$ cat config.mk
export PLATFORM = sky130hd
export DESIGN_NAME = mna_flit_boxer
export DESIGN_NICKNAME = d
export VERILOG_FILES = /design/src/rtl/mna_flit_boxer.sv
export SDC_FILE = /design/constraint.sdc
export NUM_CORES = 1
export LEC_CHECK = 0
export CAP_MARGIN = 20
export CORE_ASPECT_RATIO = 1.1
export CORE_MARGIN = 2
export CORE_UTILIZATION = 44
export DETAILED_ROUTE_END_ITERATION = 10
export GPL_ROUTABILITY_DRIVEN = 0
export PLACE_DENSITY = 0.84
export SKIP_CTS_REPAIR_TIMING = 1
export SLEW_MARGIN = 15
export SYNTH_ARGS = -nofsm -noshare
export SYNTH_HDL_FRONTEND = slang
export SYNTH_SLANG_ARGS = --single-unit
$ cat constraint.sdc
create_clock -name clk -period 4.29 [get_ports clk]
set_input_delay 1.0725 -clock clk [delete_from_list [all_inputs] [get_ports clk]]
set_output_delay 1.0725 -clock clk [all_outputs]
set_load 0.02 [all_outputs]
$ cat src/rtl/mna_flit_boxer.sv
// Purpose: boxes AXI4-Lite read/write responses into 37-bit NoC flits (header, plus payload for reads).
// Latency: header flit valid one cycle after the response handshake; read payload follows the header.
// Backpressure: noc_ready low holds the current flit bit-stable; rready/bready stay low until back in IDLE.
// Optional: define MNA_BOXER_RR_ARB_EN for round-robin read/write arbitration (default: read has priority).
module mna_flit_boxer (
    input  logic        clk,
    input  logic        rst,
    input  logic        rvalid,
    input  logic [31:0] rdata,
    input  logic [1:0]  rresp,
    output logic        rready,
    input  logic        bvalid,
    input  logic [1:0]  bresp,
    output logic        bready,
    output logic [36:0] noc_data,
    output logic        noc_valid,
    input  logic        noc_ready
);

    typedef enum logic [1:0] {
        ST_IDLE = 2'd0,
        ST_HDR  = 2'd1,
        ST_DATA = 2'd2
    } state_t;

    localparam logic [1:0] FLIT_HDR = 2'b10;
    localparam logic [1:0] FLIT_PAY = 2'b01;

    state_t      r_state;
    state_t      w_next;
    logic        r_is_read;
    logic [1:0]  r_resp;
    logic [31:0] r_rdata;
    logic        w_grant_rd;
    logic        w_grant_wr;
    logic        w_rready;
    logic        w_bready;
    logic        w_accept;

`ifdef MNA_BOXER_RR_ARB_EN
    // 1 = last accepted response was a read; resets to "last was write" so a read wins first.
    logic r_last_rd;

    // Round-robin grant: on a tie the source that was not granted last time wins.
    always_comb begin
        w_grant_rd = rvalid;
        w_grant_wr = bvalid;
        if (rvalid && bvalid) begin
            w_grant_rd = ~r_last_rd;
            w_grant_wr = r_last_rd;
        end
    end

    // Remember which source was granted on every accept.
    always_ff @(posedge clk or posedge rst) begin
        if (rst) begin
            r_last_rd <= 1'b0;
        end else if (w_accept) begin
            r_last_rd <= w_grant_rd;
        end
    end
`else
    // Fixed priority: a pending read always beats a pending write.
    assign w_grant_rd = rvalid;
    assign w_grant_wr = bvalid & ~rvalid;
`endif

    // Ready is only offered in IDLE and never while reset is asserted.
    assign w_rready = (r_state == ST_IDLE) && w_grant_rd && !rst;
    assign w_bready = (r_state == ST_IDLE) && w_grant_wr && !rst;
    assign w_accept = w_rready | w_bready;
    assign rready   = w_rready;
    assign bready   = w_bready;

    // State register; reset abandons any in-flight flit immediately.
    always_ff @(posedge clk or posedge rst) begin
        if (rst) begin
            r_state <= ST_IDLE;
        end else begin
            r_state <= w_next;
        end
    end

    // Next-state and flit outputs; flit content comes only from holding registers so it is stable under backpressure.
    always_comb begin
        w_next    = r_state;
        noc_valid = 1'b0;
        noc_data  = '0;
        case (r_state)
            ST_IDLE: begin
                if (w_accept) begin
                    w_next = ST_HDR;
                end
            end
            ST_HDR: begin
                noc_valid = 1'b1;
                noc_data  = {FLIT_HDR, 32'd0, r_resp, r_is_read};
                if (noc_ready) begin
                    w_next = r_is_read ? ST_DATA : ST_IDLE;
                end
            end
            ST_DATA: begin
                noc_valid = 1'b1;
                noc_data  = {FLIT_PAY, 3'd0, r_rdata};
                if (noc_ready) begin
                    w_next = ST_IDLE;
                end
            end
            default: begin
                w_next = ST_IDLE;
            end
        endcase
    end

    // Capture the granted response; held registers only change on an IDLE handshake.
    always_ff @(posedge clk or posedge rst) begin
        if (rst) begin
            r_is_read <= 1'b0;
            r_resp    <= 2'b00;
            r_rdata   <= 32'd0;
        end else if (w_accept) begin
            r_is_read <= w_grant_rd;
            r_resp    <= w_grant_rd ? rresp : bresp;
            r_rdata   <= w_grant_rd ? rdata : 32'd0;
        end
    end

endmodule

==> run summary, run 1 <==
hpwl dp = 2.71 mm
synth warn = 0
CP endpoint kind = primary output
global-route wire length before repair = 6.38 mm
Peak VDD IR = 299 µV
simple-gate share of the synthesized area = 15.2%
type of origin of the critical path = input pin
die area = 4580 µm²
GRT overflow = 0
largest family of logic cells by synthesized area = compound AO/OA/AOI/OAI gates
Clk pin slew, worst setup/hold paths = 60 ps
Core Footprint = 3930 µm²
DRT Pass-1 Iters = 4
Worst Setup Path Type = input pin to primary output
setup_tns = 0 ps
PwrDens = 552 nW/µm²
Final Cycle Share = 84.9%
Worst-Margin Slew = 526 ps
area share of fa/ha/maj cells after synthesis = 3.51%
initial antenna violation count = 0
Area Growth Syn to Fin = 47.5%
DRC Markers = 0
Chip Width = 64.7 µm
maxcap violations = 0
Fin Clk Skew = 3.83 ps
Rel. slew slack = 65.0%
Final Max Slew Viols = 0
die height = 70.8 µm
ANT nets after route = 0
share of post-route cells with drive strength above 1 = 8.14%
Worst Path Required = 3220 ps
CTS tree = built
Synth area leaders = dfrtp_1 (52%), a22o_1 (15%), and2_1 (10%), ha_1 (3.5%), buf_8 (2.5%)
f_max = 275 MHz
fin util = 66.9%
crit-path max FO = 5
Yosys reg bits = 37
post-synth design cell area = 1780 µm²
CTS sink cnt = 37
final wirelength = 3.86 mm
number of buffers created by CTS = 5
drt first-iter violations = 66
Synth top area share = 51.9%
largest net degree at the start of global routing = 38
leakage power = 1.19 nW
routed len/inst = 14.1 µm
vias in the first global route = 1339
row count = 24
multiplexer area fraction after synthesis = 3.58%
Final Setup Violations = 0
CP arrival = 2570 ps
Total Routing Usage GR = 18.1%
Syn Area/Cell = 12.3 µm²
RSZ-0062 raised after global routing = false
clk_lat worst skew = 280 ps
Max H-tree Level = 2
sequential area share after synthesis = 51.9%
Synth area leader = dfrtp_1
Mapped Cells = 145
outcome = finished clean
clock root buffer = clkbuf_8
Compound-Gate Fraction of Synth Area = 18.9%
final hold vios = 0
worst hold path type = flip-flop to flip-flop
Tmin final = 3640 ps
total inserted antenna cells = 0
via count = 1373
Bufs on Longest Clock Path = 2
XOR/XNOR share of the synthesized area = 0%
Nets = 267
post-synthesis cell type count = 25
drt via density = 5.03
Starting Density = 45.4%
Ports = 81
number of buffers added on ports = 77
[cells in the final DEF, fill, tap and decap left out]
cell	n
o211ai_1	1
nor2_1	3
nand3_1	3
a2bb2oi_1	1
clkbuf_1	1
a22o_1	30
clkbuf_8	6
and4bb_4	1
a22oi_1	3
buf_4	3
and2_1	29
a22o_2	2
mux2_4	2
nor2_8	1
dfrtp_1	37
o21bai_1	1
ha_1	5
mux2_2	3
clkdlybuf4s50_1	77
inv_1	4
a21o_1	1
conb_1	3
and3b_1	1
nor2b_1	3
[final timing paths]
check,startpoint,to,slack [ps],depth (start not counted)
max,rvalid,bready,650,3
min,r_rdata[8],r_rdata[8],490,1
max reg2reg,r_state[1],r_resp[1],2150,6
min reg2reg,r_rdata[8],r_rdata[8],490,1
max in group asynchronous,rst,r_rdata[12],2690,3
min in group asynchronous,rst,r_is_read,1290,3
[worst max-delay path: stages]
cell and delay, ps:
clkdlybuf4s50_1 480, and4bb_4 400, clkdlybuf4s50_1 610
[per-layer routing]
| metal | part of all wire (%) | GRT usage (%) | vias up |
|---|---|---|---|
| met1 | 46 | 24.2 | 648 |
| met2 | 45 | 28.1 | 61 |
| met4 | 1.7 | 7.57 | 0 |
| met3 | 7.5 | 4.77 | 6 |
| li1 | - | - | 658 |
| met5 | 0 | 0 | - |
[state kept, by name (all words and copies together) (netlist names)]
| signal | flops |
|---|---|
| r_rdata | 32 |
| r_resp | 2 |
| r_state | 2 |
| r_is_read | 1 |
[where the power goes]
part           internal (mW)  switching, mW
sequential             0.523         0.0868
combinational          0.333          0.277
clock                  0.127          0.105
total                  0.983          0.469
[through the flow]
step / hold slack [ps] / power, mW / std cells / area, µm² / setup WS [ps]
5_1_grt: 504 / 1.56 / 273 / 2630 / 620
2_1_floorplan: 458 / 1.02 / 147 / 1790 / 1580
3_5_place_dp: 478 / 1.23 / 266 / 2540 / 656
3_3_place_gp: 475 / 1.22 / 266 / 2540 / 670
6_report: 490 / 1.45 / 273 / 2630 / 647
4_1_cts: 496 / 1.47 / 273 / 2630 / 652
[logic make-up after synthesis]
family	Yosys count
adders and majority gates	5
and+or+nand+nor	41
DFF	37
buffers and inverters	17
other	1
muxes	5
AOI/OAI and AO/OA	39
[final cells by class]
cell class	instances	area, µm²
clock buffers	7	86.3
fillers	315	1300
inverters	4	15.0
multi-input cells	93	746
flip-flops and latches	37	926
well taps	52	65.1
repair buffers	80	793
[cell usage after synthesis (all sizes together)]
cell      n
dfrtp    37
a22o     32
and2     29
buf      10
ha        5
mux2      5
inv       4
nor2      4
a22oi     3
clkbuf    3
nand3     3
nor2b     3
a21o      1
a2bb2oi   1
and3b     1
and4bb    1
conb      1
o211ai    1
o21bai    1
No activity file was read; power rests on OpenSTA's default activity.
==> run 2, diff against run 1 <==
CORE_UTILIZATION = 41   (was 44)
PLACE_DENSITY = 0.79   (was 0.84)
clock period = 3.4 ns   (was 4.29 ns; I/O delays follow)
==> run summary, run 2 (synthesized netlist as in run 1, its figures left out) <==
Area Growth Syn to Fin = 49.5%
Peak VDD IR = 336 µV (+13%)
Total Routing Usage GR = 18.6% (+0.48 points)
initial antenna violation count = 0 (unchanged)
f_max = 310 MHz
Ports = 81 (unchanged)
share of post-route cells with drive strength above 1 = 9.01% (+0.86 points)
clock root buffer = clkbuf_8
vias in the first global route = 1412 (+5.5%)
leakage power = 1.20 nW (+1.1%)
Rel. slew slack = 64.6% (-0.36 points)
routed len/inst = 15.4 µm (+8.9%)
Worst Path Required = 2550 ps (-670 ps)
Reg2Reg Launch Point = r_state[1]
DRT Pass-1 Iters = 4 (unchanged)
Final Setup Violations = 0 (unchanged)
maxcap violations = 0 (unchanged)
final hold vios = 0 (unchanged)
global-route wire length before repair = 6.77 mm (+6.2%)
Tmin final = 3230 ps
die height = 73.2 µm (+3.4%)
Final Cycle Share = 94.9%
hold path start = r_rdata[19]
CP cell instances = clkdlybuf4s50_1 -> and4bb_4 -> clkdlybuf4s50_1
cell count of the worst hold path = 1 (unchanged)
type of origin of the critical path = input pin
GRT overflow = 0 (unchanged)
DRC Markers = 0 (unchanged)
RSZ-0062 raised after global routing = false
hpwl dp = 2.84 mm (+4.9%)
worst hold path type = flip-flop to flip-flop
CP endpoint kind = primary output
post-route cell area = 2670 µm² (+1.4%)
Slowest-stage cell, CP = clkdlybuf4s50_1
Fin Clk Skew = 2.84 ps (-0.988 ps)
largest registers = r_rdata (32), r_resp (2), r_state (2)
CTS tree = built
Nets = 267 (unchanged)
M1 WL = 1.81 mm (+2.9%)
ANT nets after route = 0 (unchanged)
Final Max Slew Viols = 0 (unchanged)
drt first-iter violations = 101 (+53%)
CTS sink cnt = 37 (unchanged)
CP most frequent cell = clkdlybuf4s50_1
Worst Setup Path Type = input pin to primary output
Chip Width = 66.9 µm (+3.4%)
R2R setup slack = 1190 ps (-960 ps)
most frequent cells in the layout = clkdlybuf4s50_1 (77), dfrtp_1 (37), a22o_1 (30)
Fillers = 372 (+18%)
commonest non-fill, non-tap cell in the layout = clkdlybuf4s50_1
DP Area = 2550 µm² (about the same)
Hold Path End = r_rdata[19]
met2 WL = 1.99 mm (+14%)
Core Footprint = 4250 µm² (+8.1%)
Bufs on Longest Clock Path = 2 (unchanged)
outcome = finished clean
PwrDens = 727 nW/µm² (+32%)
number of buffers created by CTS = 5 (unchanged)
Starting Density = 41.9% (-3.4 points)
Clk pin slew, worst setup/hold paths = 70 ps (about the same)
die area = 4900 µm² (+6.9%)
total inserted antenna cells = 0 (unchanged)
final wirelength = 4.25 mm (+10%)
clk_lat worst skew = 280 ps (about the same)
Reg-to-Reg End = r_resp[0]
via count = 1399 (+1.9%)
CP arrival = 2380 ps (-190 ps)
crit-path max FO = 5 (unchanged)
setup_tns = 0 ps (unchanged)
drt via density = 5.07 (+0.79%)
Max H-tree Level = 2 (unchanged)
crit-path max cell delay = 620 ps (about the same)
row count = 25 (+4.2%)
Register-to-Register Path Depth = 6 (unchanged)
Largest register FFs = 32 (unchanged)
routed length on met3 = 363 µm (+26%)
number of buffers added on ports = 77 (unchanged)
Worst-Margin Slew = 531 ps (+5.39 ps)
Top reg by flops = r_rdata
worst hold margin = 493 ps (+3.06 ps)
DR top layer = met4
largest net degree at the start of global routing = 38 (unchanged)
## run 2: critical path: cells and delay by family
family | cells | cell delay, ps
buffers and inverters | 2 | 1120
AND/OR/NAND/NOR | 1 | 410
## run 2: metrics by stage
stage	power [mW]	util, %	cells	worst slack [ps]
2_1_floorplan	1.29	-	147	1130
3_3_place_gp	1.53	59.9	268	206
3_5_place_dp	1.56	59.9	268	165
4_1_cts	1.96	62.7	276	156
5_1_grt	2.07	62.7	276	138
6_report	1.94	62.7	276	173
## run 2: how the worst max path moves through the flow
stage	slack [ps]	from	depth (start not counted)	to
2_1_floorplan	1130	rst	3	rready
3_3_place_gp	210	rvalid	3	bready
3_5_place_dp	170	rvalid	3	bready
4_1_cts	160	rvalid	3	bready
5_1_grt	140	rvalid	3	bready
6_report	170	rvalid	3	bready
## run 2: area by class of cell
| cell class | instances | area, µm² | share of cell area [%] |
|---|---|---|---|
| clock buffer | 6 | 82.6 | 3.10 |
| clock inverter | 2 | 37.5 | 1.41 |
| inverter | 4 | 15.0 | 0.563 |
| multi-input combinational | 93 | 746 | 28.0 |
| sequential | 37 | 926 | 34.7 |
| tap | 54 | 67.6 | 2.53 |
| timing repair buffer | 80 | 793 | 29.7 |
## run 2: per-layer routing
layer / vias up / GRT usage (%)
li1: 655 / -
met1: 674 / 24.2
met2: 63 / 29.0
met3: 7 / 6.02
met4: 0 / 6.80
met5: - / 0
## run 2: power breakdown
group | total [mW] | switching [mW] | internal, mW | leakage [nW]
sequential | 0.775 | 0.116 | 0.659 | 0.469
clock | 0.389 | 0.151 | 0.238 | 0.0574
combinational | 0.776 | 0.358 | 0.418 | 0.673
==> run 3, diff against run 2 <==
CAP_MARGIN = 0   (was 20)
CTS_CLUSTER_SIZE = 24   (was unset)
PLACE_DENSITY = 0.86   (was 0.79)
==> run summary, run 3 (synthesized netlist as in run 1, its figures left out) <==
RSZ-0062 raised after global routing = false
Clk pin slew, worst setup/hold paths = 60 ps (about the same)
drt via density = 5.07 (about the same)
type of origin of the critical path = input pin
Max H-tree Level = 2 (unchanged)
DRT Pass-1 Iters = 4 (unchanged)
Core Footprint = 4250 µm² (unchanged)
Worst-Margin Slew = 689 ps (+158 ps)
Reg-to-Reg End = r_resp[0]
initial antenna violation count = 0 (unchanged)
hpwl dp = 2.86 mm (+0.79%)
Fillers = 381 (+2.4%)
GRT overflow = 0 (unchanged)
largest net degree at the start of global routing = 35 (-7.9%)
crit-path max FO = 5 (unchanged)
Peak VDD IR = 296 µV (-12%)
R2R setup slack = 1180 ps (about the same)
worst hold path type = flip-flop to flip-flop
drt first-iter violations = 48 (-52%)
routed len/inst = 14.6 µm (-4.8%)
final wirelength = 4.04 mm (-4.8%)
CTS tree = built
Crit. Startpoint = rvalid
Area Growth Syn to Fin = 47.3%
setup_tns = 0 ps (unchanged)
vias in the first global route = 1332 (-5.7%)
Total Routing Usage GR = 17.1% (-1.5 points)
PwrDens = 694 nW/µm² (-4.5%)
clock root buffer = clkbuf_8
ANT nets after route = 0 (unchanged)
CP endpoint kind = primary output
Rel. slew slack = 54.0% (-11 points)
multi-input logic area = 746 µm² (unchanged)
Starting Density = 41.9% (unchanged)
via count = 1400 (+0.071%)
Chip Width = 66.9 µm (unchanged)
commonest non-fill, non-tap cell in the layout = clkdlybuf4s50_1
Worst Setup Path Type = input pin to primary output
global-route wire length before repair = 6.31 mm (-6.7%)
die area = 4900 µm² (unchanged)
number of buffers created by CTS = 5 (unchanged)
number of buffers added on ports = 77 (unchanged)
Register-to-Register Path Depth = 6 (unchanged)
share of post-route cells with drive strength above 1 = 7.66% (-1.4 points)
maxcap violations = 0 (unchanged)
Tmin final = 3190 ps (-31.9 ps)
DRC Markers = 0 (unchanged)
outcome = finished clean
FF+latch area = 926 µm² (unchanged)
Ports = 81 (unchanged)
row count = 25 (unchanged)
die height = 73.2 µm (unchanged)
largest registers = r_rdata (32), r_resp (2), r_state (2)
clk_lat worst skew = 270 ps (about the same)
Final Setup Violations = 0 (unchanged)
Final Max Slew Viols = 0 (unchanged)
Fin Clk Skew = 3.78 ps (+0.936 ps)
crit path to = bready
Largest register FFs = 32 (unchanged)
most frequent cells in the layout = clkdlybuf4s50_1 (77), dfrtp_1 (37), a22o_1 (30)
leakage power = 1.18 nW (-1.5%)
CP arrival = 2340 ps (-40 ps)
Worst Path Required = 2550 ps (about the same)
Nets = 267 (unchanged)
CTS sink cnt = 37 (unchanged)
total inserted antenna cells = 0 (unchanged)
final hold vios = 0 (unchanged)
f_max = 313 MHz (+1.0%)
Pwr Total = 1.82 mW (-5.9%)
Reg2Reg Launch Point = r_state[1]
Bufs on Longest Clock Path = 2 (unchanged)
Final Cycle Share = 94.0% (-0.94 points)
Top reg by flops = r_rdata
run 3: how the worst min path moves through the flow:
stage	slack (ps)	to	startpoint	cells after the start
2_1_floorplan	460	r_rdata[10]	r_rdata[10]	1
3_3_place_gp	480	r_rdata[15]	r_rdata[15]	1
3_5_place_dp	480	r_rdata[13]	r_rdata[13]	1
4_1_cts	500	r_rdata[29]	r_rdata[29]	1
5_1_grt	510	r_rdata[13]	r_rdata[13]	1
6_report	490	r_rdata[29]	r_rdata[29]	1
run 3: worst max-delay path, stage by stage:
cell and delay [ps]:
clkdlybuf4s50_1 490, and4bb_4 400, clkdlybuf4s50_1 610
run 3: where the power goes:
group	internal [mW]	switching (mW)	leakage (nW)
Clock	0.145	0.133	0.0395
Combinational	0.418	0.349	0.673
Sequential	0.660	0.119	0.469
Total	1.22	0.601	1.18
run 3: area by class of cell:
type,instances,area share [%]
Sequential cell,37,35.2
Timing Repair Buffer,80,30.2
Multi-Input combinational cell,93,28.4
Clock buffer,8,3.05
Tap cell,54,2.57
Inverter,4,0.571
run 3: metrics by stage:
stage          setup WS, ps  cells  utilization [%]  hold slack [ps]  instance area [µm²]
2_1_floorplan          1130    147                -              458                 1790
3_3_place_gp            212    268             59.9              475                 2550
3_5_place_dp            192    268             59.9              479                 2550
4_1_cts                 193    276             61.8              495                 2630
5_1_grt                 151    276             61.8              510                 2630
6_report                205    276             61.8              490                 2630
run 3: metal layers:
layer / GRT usage (%) / vias to the layer above / routed length [µm]
li1: - / 657 / -
met1: 23.4 / 685 / 1730
met2: 27.3 / 55 / 2020
met3: 4.17 / 3 / 278
met4: 4.31 / 0 / 16
met5: 0 / - / 0
